[src/rtl/ps2_receiver.sv]
// PS/2 device-to-host frame receiver: clock glitch filter, frame FSM and one-byte holding register.
// Optional mid-frame inactivity timeout is built when PS2_RX_TIMEOUT_EN is defined.
module ps2_receiver #(
    parameter int unsigned FILTER_LEN     = 4,
    parameter int unsigned TIMEOUT_CYCLES = 50000
) (
    input  logic       clk,
    input  logic       rst,
    input  logic       ps2_clk_d,
    input  logic       ps2_data_d,
    output logic       ps2_clk_q,
    output logic       ps2_data_q,
    input  logic       host_inhibit,
    output logic [7:0] rx_data,
    output logic       rx_valid,
    input  logic       rx_ack,
    output logic       rx_error,
    output logic       rx_overflow
);

    localparam int unsigned FCNT_W = 4;
    localparam int unsigned BCNT_W = 3;

    typedef enum logic [1:0] {
        S_IDLE,
        S_DATA,
        S_PARITY,
        S_STOP
    } state_t;

    // Reject out-of-range parameters at elaboration
    if (FILTER_LEN < 2 || FILTER_LEN > 15 || TIMEOUT_CYCLES < 1) begin : g_param_check
        $error("ps2_receiver: FILTER_LEN must be 2..15 and TIMEOUT_CYCLES >= 1");
    end

    logic              filt_clk;
    logic [FCNT_W-1:0] filt_cnt;
    logic              filt_fall_c;
    logic              fall_stb;

    state_t            state;
    state_t            state_nxt;
    logic [BCNT_W-1:0] bit_cnt;
    logic [BCNT_W-1:0] bit_cnt_nxt;
    logic [7:0]        shift;
    logic [7:0]        shift_nxt;
    logic              par_bit;
    logic              par_bit_nxt;
    logic [7:0]        rx_data_nxt;
    logic              rx_valid_nxt;
    logic              rx_error_nxt;
    logic              rx_overflow_nxt;
    logic              frame_good_c;

`ifdef PS2_RX_TIMEOUT_EN
    localparam int unsigned TO_W = $clog2(TIMEOUT_CYCLES + 1);
    logic [TO_W-1:0]   to_cnt;
    logic [TO_W-1:0]   to_cnt_nxt;
`endif

    // The filtered level flips on the FILTER_LEN-th consecutive opposite sample
    assign filt_fall_c = filt_clk && !ps2_clk_d && (filt_cnt == FCNT_W'(FILTER_LEN - 1));

    always_ff @(posedge clk or posedge rst) begin
        if (rst) begin
            filt_clk <= 1'b1;
            filt_cnt <= '0;
            fall_stb <= 1'b0;
        end else begin
            fall_stb <= filt_fall_c;
            if (ps2_clk_d == filt_clk) begin
                filt_cnt <= '0;
            end else if (filt_cnt == FCNT_W'(FILTER_LEN - 1)) begin
                filt_clk <= ps2_clk_d;
                filt_cnt <= '0;
            end else begin
                filt_cnt <= filt_cnt + FCNT_W'(1);
            end
        end
    end

    // Odd parity over data+parity, and the stop bit currently on the line must be 1
    assign frame_good_c = (^{shift, par_bit}) && ps2_data_d;

    always_ff @(posedge clk or posedge rst) begin
        if (rst) begin
            state       <= S_IDLE;
            bit_cnt     <= '0;
            shift       <= '0;
            par_bit     <= 1'b0;
            rx_data     <= '0;
            rx_valid    <= 1'b0;
            rx_error    <= 1'b0;
            rx_overflow <= 1'b0;
            ps2_clk_q   <= 1'b0;
`ifdef PS2_RX_TIMEOUT_EN
            to_cnt      <= '0;
`endif
        end else begin
            state       <= state_nxt;
            bit_cnt     <= bit_cnt_nxt;
            shift       <= shift_nxt;
            par_bit     <= par_bit_nxt;
            rx_data     <= rx_data_nxt;
            rx_valid    <= rx_valid_nxt;
            rx_error    <= rx_error_nxt;
            rx_overflow <= rx_overflow_nxt;
            ps2_clk_q   <= host_inhibit;
`ifdef PS2_RX_TIMEOUT_EN
            to_cnt      <= to_cnt_nxt;
`endif
        end
    end

    always_comb begin
        state_nxt       = state;
        bit_cnt_nxt     = bit_cnt;
        shift_nxt       = shift;
        par_bit_nxt     = par_bit;
        rx_data_nxt     = rx_data;
        rx_valid_nxt    = rx_valid && !rx_ack;
        rx_error_nxt    = 1'b0;
        rx_overflow_nxt = 1'b0;
`ifdef PS2_RX_TIMEOUT_EN
        to_cnt_nxt      = to_cnt;
`endif

        if (host_inhibit) begin
            state_nxt   = S_IDLE;
            bit_cnt_nxt = '0;
`ifdef PS2_RX_TIMEOUT_EN
            to_cnt_nxt  = '0;
`endif
        end else begin
            case (state)
                S_IDLE: begin
                    if (fall_stb && !ps2_data_d) begin
                        state_nxt   = S_DATA;
                        bit_cnt_nxt = '0;
                    end
                end
                S_DATA: begin
                    if (fall_stb) begin
                        shift_nxt = {ps2_data_d, shift[7:1]};
                        if (bit_cnt == BCNT_W'(7)) begin
                            state_nxt   = S_PARITY;
                            bit_cnt_nxt = '0;
                        end else begin
                            bit_cnt_nxt = bit_cnt + BCNT_W'(1);
                        end
                    end
                end
                S_PARITY: begin
                    if (fall_stb) begin
                        par_bit_nxt = ps2_data_d;
                        state_nxt   = S_STOP;
                    end
                end
                S_STOP: begin
                    if (fall_stb) begin
                        state_nxt = S_IDLE;
                        if (!frame_good_c) begin
                            rx_error_nxt = 1'b1;
                        end else if (rx_valid && !rx_ack) begin
                            rx_overflow_nxt = 1'b1;
                        end else begin
                            rx_data_nxt  = shift;
                            rx_valid_nxt = 1'b1;
                        end
                    end
                end
                default: begin
                    state_nxt   = S_IDLE;
                    bit_cnt_nxt = '0;
                end
            endcase

`ifdef PS2_RX_TIMEOUT_EN
            // Abort a frame whose clock has gone quiet; a strobe always restarts the count
            if (state == S_IDLE || fall_stb) begin
                to_cnt_nxt = '0;
            end else if (to_cnt == TO_W'(TIMEOUT_CYCLES - 1)) begin
                to_cnt_nxt   = '0;
                state_nxt    = S_IDLE;
                bit_cnt_nxt  = '0;
                rx_error_nxt = 1'b1;
            end else begin
                to_cnt_nxt = to_cnt + TO_W'(1);
            end
`endif
        end
    end

    assign ps2_data_q = 1'b0;

endmodule
[config.mk]
export PLATFORM = sky130hd
export DESIGN_NAME = ps2_receiver
export DESIGN_NICKNAME = d
export VERILOG_FILES = /design/src/rtl/ps2_receiver.sv
export SDC_FILE = /design/constraint.sdc
export NUM_CORES = 1
export LEC_CHECK = 0
export ABC_AREA = 1
export CELL_PAD_IN_SITES_DETAIL_PLACEMENT = 0
export CELL_PAD_IN_SITES_GLOBAL_PLACEMENT = 1
export CORE_ASPECT_RATIO = 2
export CORE_MARGIN = 2
export CORE_UTILIZATION = 40
export DETAILED_ROUTE_END_ITERATION = 6
export PLACE_DENSITY = 0.78
export SKIP_CTS_REPAIR_TIMING = 1
export SLEW_MARGIN = 20
export SYNTH_ARGS = -nofsm -noshare
export SYNTH_HDL_FRONTEND = slang
export SYNTH_SLANG_ARGS = --single-unit
[constraint.sdc]
create_clock -name clk -period 1.8 [get_ports clk]
set_clock_uncertainty 0.15 [all_clocks]
set_input_delay 0.36 -clock clk [delete_from_list [all_inputs] [get_ports clk]]
set_output_delay 0.36 -clock clk [all_outputs]
set_load 0.02 [all_outputs]
==> results.yml, run 1 <==
run_status:
  outcome: "finished clean"
route:
  routed_via_density: 4.72
  wl_per_cell_um: 11.9
  postRouteAntennaNets: 0
  drt_first_iter_violations: 16
  first_pass_iters: 4
  drc: 0
  routed_wirelength_um: 3420
  vias: 1360
grt:
  grt_util_met3: 0.0204
  use_met1: 0.143
  grt_pass1_vias: 1372
  antenna_found_initial: 0
  grt_pass1_wl_um: 5810
  grtUsageMet2: 0.332
  gr-max-usage-layer: "met2"
  grt-ovfl-total: 0
  grt.total_usage: 0.163
  grt_max_degree: 33
placement:
  place_inst: 280
  dp_slack_ns: -0.0221
  io_buffers: 17
  gp_congestion: 0.788
  dpl_cell_area_um2: 1970
  dp_hpwl_um: 2720
critical_path:
  cp.depth: 1
  crit_arrival_ns: 1.24
  worst_setup_path_end_kind: "primary output"
  path_cells: "clkdlybuf4s50_1"
  path_delay_family: "buffers and inverters"
  reg2regPathDepth: 7
  worstSetupStartpointType: "register"
  critPathMaxStageDelay_ns: 0.61
  critPathMaxFanout: 2
  crit_type: "reg -> out"
  cp_data_required_time_ns: 1.29
  cpMaxStageDelayCell: "clkdlybuf4s50_1"
  crit_buf_inv: 1
yosys:
  synth_cells: 204
  ys_types: 26
  synth_area_leader_cell: "dfrtp_1"
  synthXorXnorAreaFrac: 0.0105
  netlist_top_cells_count: "nand2_1, dfrtp_1, inv_1"
  synthTopCellsByArea: "dfrtp_1, nand2_1, ha_1"
  syn-num-nets: 218
  synth_top_family_by_area: "simple AND/OR/NAND/NOR gates"
  synth_top_cell_area_share: 0.465
  synth_edf_count: 0
  synthAdderAreaFrac: 0.0600
  yosys_register_bits: 32
  synthFlopType: "dfrtp_1"
  syn_area_um2: 1670
  synth_compound_area_frac: 0.0802
  synth.most_common_cell: "nand2_1"
  synth_area_per_cell_um2: 8.18
  yosys.area_share.simple: 0.291
  yosysSeqAreaShare: 0.481
  synthMuxAreaShare: 0
  ys_async_sr_fraction: 1.00
  ys_warn_count: 0
sta:
  report.final.slew_viol_count: 0
  max_freq_ghz: 0.572
  setup_viol: 0
  hold_ws_ns: 0.263
  min_period_over_period: 0.971
  fin_crit_ns: 1.75
  final_hold_viol_count: 0
  rsz0062_at_grt: "false"
  tns_ns: 0
  layout_setup_ws_ns: 0.0522
finish:
  area_delta_synth_final_pct: 24.0
  n_antenna_cell: 0
  fin_nets: 249
  nFillCells: 432
  stdcell_count: 288
  drive_gt1_frac: 0.157
  fin_util: 0.511
  multi_input_area_um2: 741
  seq_area_um2: 802
  final_area_um2: 2070
floorplanning:
  core_area_um2: 4050
  fp.dieH_um: 95.4
  io_pins: 19
  initial_core_util: 0.412
  die_w_um: 49.7
  num_rows: 33
  dieArea_um2: 4740
run:
  cap_violations: 0
power_and_ir_drop:
  p_total_mw: 2.44
  power_density_nw_per_um2: 1180
  power_leakage_nw: 1.09
  max-vdd-ir-drop_mv: 0.768
min_path:
  hold_class: "in -> async"
clocking:
  clk_latency_ns: 0.28
  htreeDepth: 2
  cts_buffers: 5
  cts_max_path_buffers: 2
  tritoncts: "built"
  root_buffer: "clkbuf_8"
  clock_sinks: 32
  clk_pin_slew_ns: 0.07
metal layers:
metal | vias up | routed length [um]
met4 | 0 | 107
met5 | - | 0
li1 | 705 | -
met2 | 18 | 2010
met3 | 8 | 69
met1 | 629 | 1230
report_power, final:
part	switching (mW)	total [mW]	internal (mW)
registers	0.146	0.998	0.853
logic	0.551	0.877	0.326
clock network	0.264	0.568	0.305
total	0.961	2.44	1.48
path summary, 6_finish.rpt:
kind                                     endpoint                    from  slack (ns)
min in group clk           rx_data[6]$_DFFE_PP0P_  rx_data[6]$_DFFE_PP0P_        0.32
setup / recovery                       rx_data[1]  rx_data[1]$_DFFE_PP0P_        0.05
max in group asynchronous    filt_clk$_DFFE_PP1P_                     rst        1.00
setup reg to reg           bit_cnt[2]$_DFFE_PP0P_    state[0]$_DFFE_PP0P_        0.19
hold reg to reg            rx_data[6]$_DFFE_PP0P_  rx_data[6]$_DFFE_PP0P_        0.32
hold / removal                 rx_error$_DFF_PP0_                     rst        0.26
layout by cell type, fill, tap and decap left out:
cell / netlist / layout
dlymetal6s2s_1: 0 / 1
dfrtp_1: 31 / 31
xor2_1: 1 / 1
clkbuf_8: 0 / 6
clkinv_2: 0 / 2
nand2_4: 2 / 2
a32o_1: 2 / 2
inv_2: 6 / 6
ha_1: 8 / 8
buf_12: 0 / 1
nand4_1: 8 / 8
nand2_1: 62 / 62
nor3_2: 1 / 1
buf_4: 1 / 9
nand3_1: 8 / 8
dfstp_2: 1 / 1
nor2_1: 16 / 16
nor2_2: 2 / 2
o21ai_1: 2 / 2
clkinv_1: 1 / 1
nand2_2: 4 / 4
a21oi_1: 6 / 6
clkdlybuf4s50_1: 0 / 16
nand4_4: 1 / 1
o21ai_2: 1 / 1
xnor2_1: 1 / 1
conb_1: 1 / 1
nor2_4: 1 / 1
o21ai_0: 13 / 13
inv_1: 22 / 22
cells by family (layout without fill, tap and decap cells):
family,after synthesis,count (layout)
buffers and inverters,32,64
adder cells (fa/ha/maj),8,8
AO/OA/AOI/OAI,24,24
other,1,1
AND/OR/NAND/NOR,105,105
flip-flops,32,32
XOR/XNOR,2,2
state kept, by name, summed over array words and instances, names as in the netlist, 2 cells and up:
signal    count
state         2
rx_data       8
shift         8
bit_cnt       3
filt_cnt      4
worst min-delay path, stage by stage:
cell and delay (ns):
clkdlybuf4s50_1 0.39, inv_1 0.09, buf_12 0.21
area by class of cell:
class	instances	share of cell area
clock inverters	2	0.00484
repair buffers	27	0.126
clock buffers	6	0.0399
well taps	52	0.0314
flip-flops and latches	32	0.388
inverters	29	0.0526
multi-input cells	140	0.358
(Power assumes the default switching activity.)
==> run 2: changes to the inputs <==
- DONT_BUFFER_PORTS: unset -> 1
- PLACE_DENSITY: 0.78 -> 0.71
==> results.yml, run 2 (synthesis results as in run 1) <==
grt:
  grt_max_degree: 33
  antenna_found_initial: 0
  grt-ovfl-total: 0
  grt.total_usage: 0.178
  grt_pass1_wl_um: 6290
  grt_pass1_vias: 1430
run:
  cap_violations: 0
critical_path:
  worstSetupStartpointType: "register"
  cp_data_required_time_ns: 1.86
  crit_arrival_ns: 1.70
  worst_setup_path_end_kind: "register"
  critPathMaxFanout: 4
  crit_type: "reg -> reg"
power_and_ir_drop:
  seqPwrFrac: 0.396
  power_density_nw_per_um2: 1350
  max-vdd-ir-drop_mv: 0.831
  p_comb_frac: 0.335
  power_leakage_nw: 0.984
  clockPowerShare: 0.269
  internal_power_mw: 1.56
  switchingPower_mw: 0.978
  swShare: 0.384
finish:
  layout_common_cells: "nand2_1, dfrtp_1, inv_1"
  top_regs: "rx_data x8, shift x8, filt_cnt x4"
  area_delta_synth_final_pct: 12.7
  nFillCells: 441
  fin_nets: 228
  drive_gt1_frac: 0.153
  n_antenna_cell: 0
  fin_util: 0.465
  layout_commonest_cell: "nand2_1"
  final_area_um2: 1880
placement:
  io_buffers: 0
  dp_hpwl_um: 2690
  dpl_cell_area_um2: 1740
  gp_congestion: 0.759
  dp_slack_ns: 0.164
floorplanning:
  fp.dieH_um: 95.4
  num_rows: 33
  io_pins: 19
  initial_core_util: 0.412
  dieArea_um2: 4740
  die_w_um: 49.7
  core_area_um2: 4050
route:
  first_pass_iters: 4
  drc: 0
  routed_via_density: 4.96
  postRouteAntennaNets: 0
  wl_per_cell_um: 13.3
  routed_wirelength_um: 3560
  vias: 1324
  drt_first_iter_violations: 34
sta:
  hold_ws_ns: 0.0582
  report.final.slew_viol_count: 0
  setup_viol: 0
  min_period_over_period: 0.910
  max_freq_ghz: 0.611
  fin_crit_ns: 1.64
  layout_setup_ws_ns: 0.163
  final_hold_viol_count: 0
clocking:
  clock_sinks: 32
  tritoncts: "built"
  clk_latency_ns: 0.28
  cts_max_path_buffers: 2
  cts_buffers: 5
  clk_pin_slew_ns: 0.07
  root_buffer: "clkbuf_8"
  htreeDepth: 2
min_path:
  hold_class: "in -> reg"
run_status:
  outcome: "finished clean"
## run 2: cell types whose count changed in the layout (fill, tap and decap cells not counted)
cell	before	now
nor2_1	16	15
clkinvlp_4	0	1
clkinv_2	2	1
buf_4	9	4
dfrtp_2	0	1
clkdlybuf4s50_1	16	0
dlygate4sd3_1	0	2
dlymetal6s2s_1	1	0
bufinv_16	0	1
buf_12	1	0
dfrtp_1	31	30
nor2_2	2	3
clkbuf_8	6	5
## run 2: power by group through the flow
| stage | clock, mW | combinational (mW) | sequential, mW |
|---|---|---|---|
| 2_1_floorplan | 0 | 0.701 | 0.967 |
| 3_3_place_gp | 0 | 0.809 | 1.01 |
| 3_5_place_dp | 0 | 0.840 | 1.02 |
| 4_1_cts | 0.711 | 0.843 | 1.01 |
| 5_1_grt | 0.736 | 1.03 | 1.03 |
| 6_report | 0.683 | 0.852 | 1.01 |
## run 2: final cells by class
class / count / area [um^2] / share of cell area
clock buffer: 5 / 68.8 / 0.0366
inverter: 29 / 109 / 0.0578
clock inverter: 3 / 42.5 / 0.0226
tap: 52 / 65.1 / 0.0346
multi-input combinational: 140 / 743 / 0.395
timing repair buffer: 6 / 50.0 / 0.0266
sequential: 32 / 803 / 0.427
## run 2: metal layers
layer | wire (um) | global-route usage
met2 | 2060 | 0.333
met4 | 143 | 0.109
met3 | 88 | 0.0392
met5 | 0 | 0
met1 | 1270 | 0.172
## run 2: worst paths after layout
check / from / end / slack, ns / cells after the start
worst max-delay path: state[1]$_DFFE_PP0P_ / state[0]$_DFFE_PP0P_ / 0.16 / 10
worst min-delay path: ps2_data_d / rx_overflow$_DFF_PP0_ / 0.06 / 2
worst max register to register: state[1]$_DFFE_PP0P_ / state[0]$_DFFE_PP0P_ / 0.16 / 10
worst min register to register: filt_cnt[0]$_DFF_PP0_ / filt_cnt[0]$_DFF_PP0_ / 0.32 / 1
max in group asynchronous: rst / filt_clk$_DFFE_PP1P_ / 0.71 / 3
min in group asynchronous: rst / rx_overflow$_DFF_PP0_ / 0.45 / 3
## run 2: through the flow
step            TNS, ns  instances  total power [mW]
6_report              0        267              2.54
5_1_grt        -0.00483        267              2.79
4_1_cts               0        264              2.56
3_5_place_dp          0        256              1.86
3_3_place_gp          0        256              1.82
2_1_floorplan         0        204              1.67
## run 2: critical path, stage by stage, from the launching register on
cell and delay, ns:
dfrtp_1 0.41, inv_1 0.10, ha_1 0.18, inv_1 0.06, nor2_2 0.10, inv_2 0.06
nor2_1 0.15, a21oi_1 0.07, nand2_1 0.13, a21oi_1 0.05, a21oi_1 0.11
==> run 3: changes to the inputs <==
- DONT_BUFFER_PORTS: 1 -> unset
- PLACE_DENSITY: 0.71 -> 0.78
==> results of run 3 <==
The final DEF is identical to that of run 1; final timing and power are the same.
